<file path="src/rtl/cpu_types_pkg.sv">
// Shared core types: RAM handshake states, machine word and memory-arbiter FSM states.
package cpu_types_pkg;
  typedef logic [31:0] word_t;

  typedef enum logic [1:0] {
    FREE   = 2'd0,
    BUSY   = 2'd1,
    ACCESS = 2'd2,
    ERROR  = 2'd3
  } ramstate_t;

  typedef enum logic [1:0] {
    IDLE  = 2'd0,
    GNT_I = 2'd1,
    GNT_D = 2'd2
  } arb_state_t;
endpackage

</file>
<file path="src/rtl/mem_arbiter_starve_counter.sv">
// Saturating up-counter with synchronous clear; sat flags that MAX has been reached.
module starve_counter #(
  parameter int MAX = 4
) (
  input  logic CLK,
  input  logic RST,
  input  logic clr,
  input  logic inc,
  output logic sat
);
  localparam int W = (MAX < 1) ? 1 : $clog2(MAX + 1);

  logic [W-1:0] cnt;

  assign sat = (cnt == W'(MAX));

  always_ff @(posedge CLK or posedge RST) begin
    if (RST)             cnt <= '0;
    else if (clr)        cnt <= '0;
    else if (inc && !sat) cnt <= cnt + 1'b1;
  end
endmodule

</file>
<file path="src/rtl/mem_arbiter.sv">
// Arbitrates the single-ported RAM between instruction fetch and MEM-stage data access.
// Optional access timeout is built when MEM_ARB_TIMEOUT_EN is defined.
module mem_arbiter
  import cpu_types_pkg::*;
#(
  parameter int STARVE_LIMIT   = 4,
  parameter int TIMEOUT_CYCLES = 255
) (
  input  logic      CLK,
  input  logic      RST,
  input  logic      iREN,
  input  word_t     iaddr,
  input  logic      dREN,
  input  logic      dWEN,
  input  word_t     daddr,
  input  word_t     dstore,
  input  ramstate_t ramstate,
  input  word_t     ramload,
  output logic      iwait,
  output logic      dwait,
  output word_t     iload,
  output word_t     dload,
  output logic      ramREN,
  output logic      ramWEN,
  output word_t     ramaddr,
  output word_t     ramstore,
  output logic      mem_err,
  output logic      timeout,
  output logic      timeout_seen
);
  arb_state_t state, nxt;
  word_t      lat_addr, lat_store;
  logic       lat_wr;
  logic       dreq, gnt_i, gnt_d, req_g, ram_ack, ack, tmo;
  logic       starved, start_i, start_d;

  assign dreq    = dREN | dWEN;
  assign gnt_i   = (state == GNT_I);
  assign gnt_d   = (state == GNT_D);
  assign req_g   = (gnt_i & iREN) | (gnt_d & dreq);
  assign ram_ack = (ramstate == ACCESS) | (ramstate == ERROR);
  assign ack     = ram_ack | tmo;

  // Data normally wins; a fetch that has waited out STARVE_LIMIT data grants is forced in.
  assign start_i = (state == IDLE) & iREN & (starved | ~dreq);
  assign start_d = (state == IDLE) & dreq & ~(iREN & starved);

  starve_counter #(.MAX(STARVE_LIMIT)) u_starve (
    .CLK (CLK),
    .RST (RST),
    .clr (~iREN | start_i),
    .inc (start_d & iREN),
    .sat (starved)
  );

  always_ff @(posedge CLK or posedge RST) begin
    if (RST) state <= IDLE;
    else     state <= nxt;
  end

  always_comb begin
    nxt = state;
    case (state)
      IDLE: begin
        if (start_i)      nxt = GNT_I;
        else if (start_d) nxt = GNT_D;
      end
      GNT_I, GNT_D: if (!req_g || ack) nxt = IDLE;
      default: nxt = IDLE;
    endcase
  end

  always_ff @(posedge CLK or posedge RST) begin
    if (RST) begin
      lat_addr  <= '0;
      lat_store <= '0;
      lat_wr    <= 1'b0;
    end else if (start_i) begin
      lat_addr  <= iaddr;
      lat_wr    <= 1'b0;
    end else if (start_d) begin
      lat_addr  <= daddr;
      lat_store <= dstore;
      lat_wr    <= dWEN;
    end
  end

  // Enables are gated by the live request so an abort releases the RAM at once.
  assign ramREN   = (gnt_i & iREN) | (gnt_d & dreq & ~lat_wr);
  assign ramWEN   = gnt_d & dreq & lat_wr;
  assign ramaddr  = (gnt_i | gnt_d) ? lat_addr : '0;
  assign ramstore = gnt_d ? lat_store : '0;

  assign iwait   = iREN & ~(gnt_i & ack);
  assign dwait   = dreq & ~(gnt_d & ack);
  assign iload   = (gnt_i & iREN & (ramstate == ACCESS)) ? ramload : '0;
  assign dload   = (gnt_d & dreq & ~lat_wr & (ramstate == ACCESS)) ? ramload : '0;
  assign mem_err = req_g & (ramstate == ERROR);
  assign timeout = tmo;

`ifdef MEM_ARB_TIMEOUT_EN
  localparam int TW = ($clog2(TIMEOUT_CYCLES + 1) > 8) ? $clog2(TIMEOUT_CYCLES + 1) : 8;

  logic [TW-1:0] gcnt;
  logic          seen;

  // gcnt counts completed grant cycles; it restarts from 0 on every grant entry.
  assign tmo          = req_g & ~ram_ack & (gcnt == TW'(TIMEOUT_CYCLES));
  assign timeout_seen = seen;

  always_ff @(posedge CLK or posedge RST) begin
    if (RST) begin
      gcnt <= '0;
      seen <= 1'b0;
    end else begin
      if (state == IDLE) gcnt <= '0;
      else               gcnt <= gcnt + 1'b1;
      if (tmo) seen <= 1'b1;
    end
  end
`else
  assign tmo          = 1'b0;
  assign timeout_seen = 1'b0;
`endif
endmodule

</file>
<file path="config.mk">
export PLATFORM = sky130hd
export DESIGN_NAME = mem_arbiter
export DESIGN_NICKNAME = d
export VERILOG_FILES = /design/src/rtl/cpu_types_pkg.sv /design/src/rtl/mem_arbiter_starve_counter.sv /design/src/rtl/mem_arbiter.sv
export SDC_FILE = /design/constraint.sdc
export NUM_CORES = 1
export LEC_CHECK = 0
export BUFFER_PORTS_ARGS = -buffer_cell sky130_fd_sc_hd__clkbuf_2
export CAP_MARGIN = 20
export CORE_AREA = 2 2 123 101
export CTS_CLUSTER_SIZE = 25
export DETAILED_ROUTE_END_ITERATION = 7
export DIE_AREA = 0 0 125 103
export HOLD_SLACK_MARGIN = 0.12
export PLACE_DENSITY = 0.71
export SKIP_LAST_GASP = 1
export SLEW_MARGIN = 20
export SYNTH_ARGS = -nofsm -noshare
export SYNTH_HDL_FRONTEND = slang
export SYNTH_SLANG_ARGS = --single-unit
</file>
<file path="constraint.sdc">
create_clock -name CLK -period 2.15 [get_ports CLK]
set_input_delay 0.43 -clock CLK [delete_from_list [all_inputs] [get_ports CLK]]
set_output_delay 0.43 -clock CLK [all_outputs]
set_load 0.05 [all_outputs]
</file>
==> metrics.md, run 1 <==
| Metric | Value |
|---|---|
| Status | finished, violations left |
| Failing checks | negative setup slack |
| # diodes | 0 |
| Die area | 12,900 um2 |
| First-pass GRT wire length | 20,700 um |
| Drt drc | 0 |
| Largest cells by area after synthesis | dfrtp_1 (44%), and2_1 (21%), mux2_1 (9.0%) |
| IO Pins | 270 |
| Remaining Overflow, GRT | 0 |
| Unique masters post-synth | 29 |
| WS Path Type | flip-flop to primary output |
| Vias in the first global route | 3,908 |
| # hold bufs at CTS | 0 |
| Drt total wl | 15,100 um |
| Crit path arrival time | 1.87 ns |
| MaxCap Viol Count | 0 |
| CTS sink cnt | 70 |
| Area growth from synthesis to layout | 91.8% |
| Port buffer count | 267 |
| 1st-iter DRT viols | 132 |
| Synth top area share | 44.0% |
| Slew Viols, Final | 0 |
| Nets@finish | 863 |
| Avg Cell Area, Syn | 9.03 um2 |
| WP data required | 1.72 ns |
| Crit-path max FO | 8 |
| Hold Vio Cnt, Final | 0 |
| DR WL/cell | 17.2 um |
| Total CTS buffers | 9 |
| CTS Root Cell | clkbuf_16 |
| Most frequent cells in the layout | clkbuf_2 (166), and2_4 (80), buf_8 (76), dfrtp_1 (70), nand2_1 (66) |
| CP startpoint kind | flip-flop |
| Clock buffer depth | 2 |
| RSZ-0062 raised after global routing | yes |
| Most common library cell in the layout ignoring fill and taps | clkbuf_2 |
| Routed vias | 4,214 |
| Max stage delay on crit path | 0.40 ns |
| Max IR drop VDD | 1.15 mV |
| Layout fillers | 910 |
| Final Cycle Share | 107% |
| Syn. warnings | 0 |
| Height of the die | 103 um |
| Pre-CTS setup slack | 0.127 ns |
| Class of the worst hold path | input pin to asynchronous set/reset pin |
| Flops & latches, synth | 70 |
| # rows | 36 |
| Cell taking the most area after synthesis | dfrtp_1 |
| Final setup fails | 82 |
| Total GRT Usage | 20.3% |
| Worst setup margin | -0.149 ns |
| CTS tree | yes |
| Synthesized area | 3980 um2 |
| Clock latency on the worst-skew pair | 0.33 ns |
| Post-Route Setup TNS | -5.86 ns |
| Cell Chain, Critical Path | inv_2, ha_4, o21ai_4, nor3_4, buf_4, buf_16, and2_4, clkbuf_16 |
| Worst Setup End Kind | primary output |
| Core box area | 11,800 um2 |
| CP max-delay cell | dfrtp_1 |
| Sequential area share after synthesis | 44.0% |
| Fin crit period | 2.30 ns |
| Largest net degree at the start of global routing | 71 |
| Vias per inst | 4.79 |
| Htree depth | 3 |
| DRT antenna net count | 0 |
| Final Skew | 0.00770 ns |
| Post-DP HPWL | 9030 um |
| Initial antenna violation count | 0 |
| Pwr Density | 1490 nW/um2 |
| P_leak | 3.74 nW |
| Die W | 125 um |
| Worst-path clk slew | 0.06 ns |
| Placer congestion estimate | 0.766 |
| Initial Utilization | 33.7% |
| Max Fclk | 435 MHz |
| Post-Synthesis Cells | 441 |
| TritonRoute pass-1 iters | 4 |
| Fraction of layout cells with a size suffix above 1 | 58.7% |
[critical path: cells and delay by family (launching register included)]
family	cells	cell delay, ns
adder cells (fa/ha/maj)	1	0.15
flip-flops	1	0.40
AO/OA/AOI/OAI	1	0.07
AND/OR/NAND/NOR	2	0.37
buffers and inverters	4	0.55
[power by group]
part / internal (mW) / switching, mW / leakage [nW]
logic: 3.08 / 4.36 / 2.77
clock network: 1.13 / 0.554 / 0.163
registers: 1.96 / 0.321 / 0.809
total: 6.18 / 5.24 / 3.74
[final cells by class]
type	instances	area [um2]	share of cell area [%]
Timing Repair Buffer	303	3010	39.4
Inverter	7	30.0	0.393
Tap cell	152	190	2.49
Multi-Input combinational cell	332	2320	30.3
Clock buffer	10	229	3.00
Clock inverter	5	108	1.41
Sequential cell	70	1750	22.9
[per-layer routing]
| metal | up-vias | wire, um | GRT usage, % | part of all wire [%] |
|---|---|---|---|---|
| li1 | 1998 | - | - | - |
| met2 | 175 | 7660 | 35.7 | 51 |
| met5 | - | 0 | 0 | 0 |
| met1 | 2014 | 5990 | 24.2 | 40 |
| met3 | 27 | 1120 | 5.76 | 7.4 |
| met4 | 0 | 371 | 7.35 | 2.4 |
[cell usage after synthesis (all sizes together)]
| library cell | instances |
|---|---|
| a21boi | 2 |
| a21oi | 3 |
| a2bb2oi | 1 |
| a31oi | 32 |
| and2 | 131 |
| and3 | 1 |
| buf | 17 |
| clkbuf | 16 |
| conb | 1 |
| dfrtp | 70 |
| ha | 5 |
| inv | 7 |
| mux2 | 32 |
| mux2i | 1 |
| nand2 | 67 |
| nand2b | 2 |
| nand3 | 5 |
| nand3b | 1 |
| nor2 | 35 |
| nor3 | 1 |
| o21a | 1 |
| o21ai | 5 |
| o22ai | 2 |
| o2bb2ai | 2 |
| or2 | 1 |
[registers in the layout (all words and copies together) (netlist names)]
name / cells
lat_addr: 32
state: 2
lat_wr: 1
lat_store: 32
u_starve.cnt: 3
[cells by family after synthesis]
family	share of synthesized area (%)
AO/OA/AOI/OAI	7.57
adder cells (fa/ha/maj)	1.57
buffers and inverters	5.47
flip-flops	44.0
multiplexers	9.30
other	0.0942
AND/OR/NAND/NOR	32.0
[repair_timing]
action / 4_1_cts / 5_1_grt
cloned: 3 / 5
endpoints found under the setup margin: 99 / 131
setup buffers: 9 / 6
resized for setup: 206 / 208
pin swaps: 17 / 11
[path summary, 6_finish.rpt]
path / slack, ns / endpoint / from / depth (start not counted)
max: -0.15 / dload[1] / state[0] / 8
min: 0.19 / lat_store[19] / RST / 3
max reg2reg: 0.37 / state[0] / state[0] / 9
min reg2reg: 0.48 / lat_store[11] / lat_store[11] / 1
max in group asynchronous: 1.65 / lat_addr[15] / RST / 3
min in group CLK: 0.31 / lat_store[30] / dstore[30] / 2
[metrics by stage]
stage / cell area, um2 / util [%] / cells / hold WS [ns] / total power, mW
after floorplan: 4030 / - / 442 / 0.456 / 6.53
after global placement: 5650 / 47.9 / 843 / 0.467 / 7.85
after detailed placement: 5650 / 47.9 / 843 / 0.474 / 7.89
after CTS: 7020 / 59.5 / 869 / 0.198 / 10.1
after global routing: 7640 / 64.7 / 879 / 0.213 / 12.0
final: 7640 / 64.7 / 879 / 0.189 / 11.4
Note: power is estimated with default switching activity, not from simulation.
==> run 2: changes to the inputs <==
--- a/config.mk
+++ b/config.mk
@@ -5,14 +5,15 @@
 export SDC_FILE = /design/constraint.sdc
 export NUM_CORES = 1
 export LEC_CHECK = 0
+export ABC_AREA = 1
 export BUFFER_PORTS_ARGS = -buffer_cell sky130_fd_sc_hd__clkbuf_2
 export CAP_MARGIN = 20
-export CORE_AREA = 2 2 123 101
+export CORE_AREA = 5 5 132 109
 export CTS_CLUSTER_SIZE = 25
 export DETAILED_ROUTE_END_ITERATION = 7
-export DIE_AREA = 0 0 125 103
+export DIE_AREA = 0 0 137 114
 export HOLD_SLACK_MARGIN = 0.12
-export PLACE_DENSITY = 0.71
+export PLACE_DENSITY = 0.69
 export SKIP_LAST_GASP = 1
 export SLEW_MARGIN = 20
 export SYNTH_ARGS = -nofsm -noshare
==> metrics.md, run 2 <==
| Metric | Value |
|---|---|
| Class of the worst hold path | input pin to flip-flop (was input pin to asynchronous set/reset pin) |
| Layout fillers | 1,131 (was 910) |
| Fin crit period | 2.23 ns (was 2.30 ns) |
| Final Skew | 0.00947 ns (was 0.00770 ns) |
| Largest cells by area after synthesis | dfrtp_1 (39%), nand2_1 (18%), inv_1 (12%) (was dfrtp_1 (44%), and2_1 (21%), mux2_1 (9.0%)) |
| Crit path from | state[0] (unchanged) |
| Avg Cell Area, Syn | 6.46 um2 (was 9.03 um2) |
| RSZ-0062 raised after global routing | yes (unchanged) |
| Most frequent cells in the layout | nand2_1 (208), clkbuf_2 (167), inv_1 (135), nand3_1 (99), dfrtp_1 (69) (was clkbuf_2 (166), and2_4 (80), buf_8 (76), dfrtp_1 (70), nand2_1 (66)) |
| R2r setup slk | 0.45 ns (was 0.37 ns) |
| Worst Setup End Kind | primary output (unchanged) |
| Hold slack | 0.341 ns (was 0.189 ns) |
| 1st-iter DRT viols | 243 (was 132) |
| CTS tree | yes (unchanged) |
| DR WL/cell | 15.7 um (was 17.2 um) |
| Routed vias | 5,268 (was 4,214) |
| Cell taking the most area after synthesis | dfrtp_1 (unchanged) |
| Drt drc | 0 (unchanged) |
| Combinational power share | 61.7% (was 65.2%) |
| Status | finished, violations left (unchanged) |
| CP startpoint kind | flip-flop (unchanged) |
| Post-Synthesis Cells | 688 (was 441) |
| Largest net degree at the start of global routing | 34 (was 71) |
| Synth top area share | 39.4% (was 44.0%) |
| P_leak | 4.67 nW (was 3.74 nW) |
| Crit path arrival time | 1.80 ns (was 1.87 ns) |
| Hold Vio Cnt, Final | 0 (unchanged) |
| Post-DP HPWL | 11,800 um (was 9030 um) |
| Sw Ratio | 50.7% (was 45.9%) |
| Async SR Flop Fraction | 100% (unchanged) |
| Flops & latches, synth | 70 (unchanged) |
| Final setup fails | 37 (was 82) |
| Height of the die | 114 um (was 103 um) |
| Total power | 10.4 mW (was 11.4 mW) |
| Placer congestion estimate | 0.811 (was 0.766) |
| Sequential area share after synthesis | 39.4% (was 44.0%) |
| Remaining Overflow, GRT | 0 (unchanged) |
| Clock Power Share | 16.3% (was 14.8%) |
| Register share of total power | 22.0% (was 20.0%) |
| Max IR drop VDD | 0.764 mV (was 1.15 mV) |
| Core box area | 13,100 um2 (was 11,800 um2) |
| Fraction of layout cells with a size suffix above 1 | 40.1% (was 58.7%) |
| Crit-path max FO | 8 (unchanged) |
| # rows | 38 (was 36) |
| Worst setup margin | -0.0783 ns (was -0.149 ns) |
| DRT antenna net count | 0 (unchanged) |
| IO Pins | 270 (unchanged) |
| EDFF count, synth | 0 (unchanged) |
| Total CTS buffers | 9 (unchanged) |
| Initial Utilization | 34.0% (was 33.7%) |
| Slew Viols, Final | 0 (unchanged) |
| Total GRT Usage | 21.2% (was 20.3%) |
| Core Util, Final | 60.8% (was 64.7%) |
| WS Path Type | flip-flop to primary output (unchanged) |
| Htree depth | 3 (unchanged) |
| Vias in the first global route | 5,122 (was 3,908) |
| Hold_sp | dstore[21] |
| Die area | 15,600 um2 (was 12,900 um2) |
| MaxCap Viol Count | 0 (unchanged) |
| Syn. warnings | 0 (unchanged) |
| Critical R2R Launch | state[0] (unchanged) |
| Drt total wl | 17,900 um (was 15,100 um) |
| Die W | 137 um (was 125 um) |
| Top cells by count, synth | nand2_1 (208), inv_1 (138), nand3_1 (100) (was and2_1 (131), dfrtp_1 (70), nand2_1 (67)) |
| Final Cycle Share | 104% (was 107%) |
| Failing checks | negative setup slack (unchanged) |
| Largest regs | lat_addr (32), lat_store (32), u_starve.cnt (3) (unchanged) |
| CTS Root Cell | clkbuf_16 (unchanged) |
| Nets@finish | 1,095 (was 863) |
| Reg2reg path depth | 10 (was 9) |
| CTS sink cnt | 70 (unchanged) |
| Pint | 5.13 mW (was 6.18 mW) |
| Unique masters post-synth | 22 (was 29) |
| Most frequent cell after synthesis | nand2_1 (was and2_1) |
| TritonRoute pass-1 iters | 4 (unchanged) |
| P_sw | 5.28 mW (was 5.24 mW) |
| Clock latency on the worst-skew pair | 0.32 ns (was 0.33 ns) |
| Most common library cell in the layout ignoring fill and taps | nand2_1 (was clkbuf_2) |
| Ys flop type | dfrtp_1 (unchanged) |
| Multi-input combinational cell area | 2390 um2 (was 2320 um2) |
| Synthesized area | 4440 um2 (was 3980 um2) |
| R2R Path End | lat_addr[29] (was state[0]) |
| Vias per inst | 4.61 (was 4.79) |
| Area growth from synthesis to layout | 79.1% (was 91.8%) |
| Clock buffer depth | 2 (unchanged) |
| Initial antenna violation count | 3 (was 0) |
| End of the critical path | dload[27] (was dload[1]) |
| Max Fclk | 449 MHz (was 435 MHz) |
| Pwr Density | 1310 nW/um2 (was 1490 nW/um2) |
| FF/Latch Area | 1750 um2 (about the same) |
| WP data required | 1.72 ns (about the same) |
| Port buffer count | 267 (unchanged) |
| Worst-path clk slew | 0.06 ns (about the same) |
| First-pass GRT wire length | 26,500 um (was 20,700 um) |
## run 2: changes by cell type in the layout (fill, tap and decap cells not counted), moves of 19 or more
cell / before / now
a31oi_1: 32 / 0
and2_1: 36 / 0
and2_4: 80 / 0
buf_12: 13 / 38
buf_8: 76 / 29
clkbuf_16: 29 / 10
inv_1: 4 / 135
mux2_1: 32 / 0
nand2_1: 66 / 208
nand3_1: 4 / 99
nand3b_1: 1 / 33
nor2_1: 33 / 13
nor2_4: 1 / 48
## run 2: repair_timing
item                                    in CTS  in global routing
resized for setup                          164                127
hold buffers                                 1                  0
pin swaps                                    2                  3
hold endpoints to repair                     5                  0
endpoints found under the setup margin      97                131
cloned                                       4                  1
buffers inserted                             8                  0
## run 2: metal layers
metal | track usage (%) | wire (um) | part of all wire [%] | vias up
met4 | 10.6 | 700 | 3.9 | 0
met2 | 35.2 | 8710 | 49 | 211
met3 | 4.85 | 1340 | 7.5 | 36
li1 | - | - | - | 2589
met1 | 25.8 | 7150 | 40 | 2432
met5 | 0 | 0 | 0 | -
## run 2: worst max-delay path, cell delays in order (launching register included)
cell and delay (ns):
dfrtp_1 0.38, inv_2 0.08, ha_4 0.13, o21ai_2 0.06, nor2_2 0.11, nand3_2 0.12
buf_6 0.16, buf_16 0.16, nor2_4 0.12, buf_8 0.16
## run 2: power groups by stage
stage               Combinational [mW]  Sequential (mW)  Clock, mW
floorplan                         4.13             2.22          0
global placement                  5.86             2.28          0
detailed placement                5.92             2.29          0
CTS                               6.15             2.29       1.73
global route                      6.88             2.37       1.80
finish                            6.42             2.29       1.70
## run 2: cells by family (layout without fill, tap and decap cells)
family	Yosys count	count (layout)	synth area share (%)
XOR/XNOR	1	1	0.197
buffers and inverters	185	456	16.4
AO/OA/AOI/OAI	9	9	1.10
AND/OR/NAND/NOR	417	417	41.4
other	1	5	0.0844
adder cells (fa/ha/maj)	5	5	1.41
flip-flops	70	70	39.4
## run 2: cell type report
cell class | count | area share [%]
repair buffers | 299 | 34.1
multi-input cells | 434 | 30.0
flip-flops and latches | 70 | 22.0
inverters | 141 | 6.70
clock buffers | 11 | 2.93
well taps | 180 | 2.83
clock inverters | 5 | 1.35
diodes | 3 | 0.0944
## run 2: worst min-delay path by stage
stage	endpoint	slack (ns)	depth (start not counted)
finish	lat_store[21]	0.34	3
detailed placement	lat_addr[14]	0.35	2
floorplan	lat_store[28]	0.44	2
global placement	lat_addr[14]	0.35	2
global route	lat_store[12]	0.34	3
CTS	lat_store[21]	0.33	3
## run 2: through the flow
| stage | setup slack (ns) | cells | instance area [um2] | setup TNS (ns) |
|---|---|---|---|---|
| floorplan | -0.204 | 689 | 4450 | -6.20 |
| global placement | 0.240 | 1111 | 6510 | 0 |
| detailed placement | 0.174 | 1111 | 6510 | 0 |
| CTS | -0.0923 | 1140 | 7680 | -2.11 |
| global route | -0.160 | 1143 | 7950 | -7.48 |
| finish | -0.0783 | 1143 | 7950 | -1.47 |
==> run 3: changes to the inputs <==
--- a/config.mk
+++ b/config.mk
@@ -13,7 +13,7 @@
 export DETAILED_ROUTE_END_ITERATION = 7
 export DIE_AREA = 0 0 137 114
 export HOLD_SLACK_MARGIN = 0.12
-export PLACE_DENSITY = 0.69
+export PLACE_DENSITY = 0.67
 export SKIP_LAST_GASP = 1
 export SLEW_MARGIN = 20
 export SYNTH_ARGS = -nofsm -noshare
==> constraint.sdc (replaced) <==
create_clock -name CLK -period 2.11 [get_ports CLK]
set_input_delay 0.422 -clock CLK [delete_from_list [all_inputs] [get_ports CLK]]
set_output_delay 0.422 -clock CLK [all_outputs]
set_load 0.05 [all_outputs]
==> metrics.md, run 3 (synthesis results as in run 2) <==
| Metric | Value |
|---|---|
| Status | finished, violations left (unchanged) |
| Failing checks | negative setup slack (unchanged) |
| TritonRoute pass-1 iters | 5 (was 4) |
| Post-DP Area | 6670 um2 (was 6510 um2) |
| WP data required | 1.69 ns (was 1.72 ns) |
| Largest regs | lat_addr (32), lat_store (32), u_starve.cnt (3) (unchanged) |
| Drt drc | 0 (unchanged) |
| Post-Route Setup TNS | -13.31 ns (was -1.47 ns) |
| Crit path arrival time | 1.92 ns (was 1.80 ns) |
| Die W | 137 um (unchanged) |
| WS Path Type | flip-flop to primary output (unchanged) |
| Crit-path max FO | 8 (unchanged) |
| Port buffer count | 267 (unchanged) |
| Routed vias | 5,509 (was 5,268) |
| First-pass GRT wire length | 25,800 um (was 26,500 um) |
| 1st-iter DRT viols | 322 (was 243) |
| RSZ-0062 raised after global routing | yes (unchanged) |
| Slew margin rel. | 58.9% |
| Height of the die | 114 um (unchanged) |
| Initial Utilization | 34.0% (unchanged) |
| # rows | 38 (unchanged) |
| Pre-CTS setup slack | 0.139 ns (was 0.174 ns) |
| IO Pins | 270 (unchanged) |
| Clock latency on the worst-skew pair | 0.32 ns (about the same) |
| Hold Vio Cnt, Final | 0 (unchanged) |
| Total GRT Usage | 20.6% (was 21.2%) |
| CTS sink cnt | 70 (unchanged) |
| Area growth from synthesis to layout | 93.9% (was 79.1%) |
| Worst-path clk slew | 0.06 ns (about the same) |
| Nets@finish | 1,104 (was 1,095) |
| Remaining Overflow, GRT | 0 (unchanged) |
| Die area | 15,600 um2 (unchanged) |
| Most common library cell in the layout ignoring fill and taps | nand2_1 (unchanged) |
| Initial antenna violation count | 2 (was 3) |
| Post-DP HPWL | 11,800 um (about the same) |
| MaxCap Viol Count | 0 (unchanged) |
| # hold bufs at CTS | 0 (was 1) |
| DRT antenna net count | 0 (unchanged) |
| Slew Viols, Final | 0 (unchanged) |
| Worst Setup End Kind | primary output (unchanged) |
| Most frequent cells in the layout | nand2_1 (179), clkbuf_2 (165), inv_1 (106), nand3_1 (99), dfrtp_1 (70) (was nand2_1 (208), clkbuf_2 (167), inv_1 (135), nand3_1 (99), dfrtp_1 (69)) |
| Max IR drop VDD | 0.863 mV (was 0.764 mV) |
| Drt total wl | 20,100 um (was 17,900 um) |
| Worst-Margin Slew | 0.615 ns |
| Max Fclk | 426 MHz |
| Vias in the first global route | 5,111 (was 5,122) |
| Clock buffer depth | 2 (unchanged) |
| Total power | 11.8 mW (was 10.4 mW) |
| Total CTS buffers | 9 (unchanged) |
| Hold slack | 0.160 ns (was 0.341 ns) |
| Layout fillers | 1,027 (was 1,131) |
| Class of the worst hold path | input pin to asynchronous set/reset pin (was input pin to flip-flop) |
| CTS Root Cell | clkbuf_16 (unchanged) |
| Largest net degree at the start of global routing | 39 (was 34) |
| Final setup fails | 124 (was 37) |
| Worst setup margin | -0.237 ns (was -0.0783 ns) |
| Fraction of layout cells with a size suffix above 1 | 47.8% (was 40.1%) |
| Final Cycle Share | 111% |
| Fin crit period | 2.35 ns |
| DR WL/cell | 17.5 um (was 15.7 um) |
| Placer congestion estimate | 0.805 (was 0.811) |
| Vias per inst | 4.78 (was 4.61) |
| Final Skew | 0.0103 ns (was 0.00947 ns) |
| P_leak | 4.87 nW (was 4.67 nW) |
| CTS tree | yes (unchanged) |
| CP startpoint kind | flip-flop (unchanged) |
| Core box area | 13,100 um2 (unchanged) |
| Htree depth | 3 (unchanged) |
| Pwr Density | 1370 nW/um2 (was 1310 nW/um2) |
| Final instance area | 8610 um2 (was 7950 um2) |
[run 3: cell types whose count changed in the layout (fill, tap and decap cells not counted), sizes merged]
cell         change
buf             +37
dlygate4sd3      -1
clkbuf          -28
inv              +1
clkinvlp         +1
bufinv           -1
[run 3: worst paths after layout]
| check | start | endpoint | slack [ns] | cells past startpoint |
|---|---|---|---|---|
| worst max register to register | state[0] | lat_addr[3] | 0.36 | 9 |
| max in group asynchronous | RST | lat_wr | 1.35 | 3 |
| worst min-delay path | RST | lat_addr[12] | 0.16 | 2 |
| worst min register to register | lat_store[26] | lat_store[26] | 0.47 | 2 |
| min in group CLK | dstore[18] | lat_store[18] | 0.33 | 3 |
| worst max-delay path | state[0] | dload[29] | -0.24 | 9 |
[run 3: where the power goes]
group	total (mW)	switching, mW	internal, mW
Combinational	7.69	4.90	2.78
Clock	1.63	0.582	1.04
Sequential	2.46	0.466	1.99
Total	11.8	5.95	5.82
[run 3: metrics by stage]
| step | utilization, % | cells |
|---|---|---|
| 6_report | 65.9 | 1152 |
| 5_1_grt | 65.9 | 1152 |
| 4_1_cts | 59.1 | 1135 |
| 3_5_place_dp | 51.0 | 1112 |
| 3_3_place_gp | 51.0 | 1112 |
| 2_1_floorplan | - | 689 |
[run 3: final cells by class]
| cell class | count | area (um2) | share of cell area (%) |
|---|---|---|---|
| repair buffers | 308 | 3110 | 36.1 |
| clock inverters | 6 | 93.8 | 1.09 |
| multi-input cells | 434 | 2650 | 30.8 |
| flip-flops and latches | 70 | 1750 | 20.3 |
| diodes | 3 | 7.51 | 0.0872 |
| inverters | 141 | 543 | 6.30 |
| well taps | 180 | 225 | 2.61 |
| clock buffers | 10 | 229 | 2.66 |
[run 3: timing repair]
action	in CTS	in global routing
endpoints found under the setup margin	117	130
pin swaps	0	4
gates resized for setup	170	255
cloned	3	7
setup buffers	4	8
[run 3: worst max-delay path, cell delays in order, from the launching register on]
cell and delay (ns):
dfrtp_1 0.41, inv_2 0.10, ha_4 0.15, o21ai_4 0.06, nor2_2 0.11, nand3_2 0.12, buf_4 0.17, clkbuf_16 0.19
nor2_4 0.13, buf_8 0.16
[run 3: metal layers]
layer	global-route usage (%)	vias to the layer above	part of all wire (%)
li1	-	2600	-
met1	24.8	2594	38
met2	35.3	254	50
met3	4.45	61	7.6
met4	9.38	0	4.5
met5	0	-	0
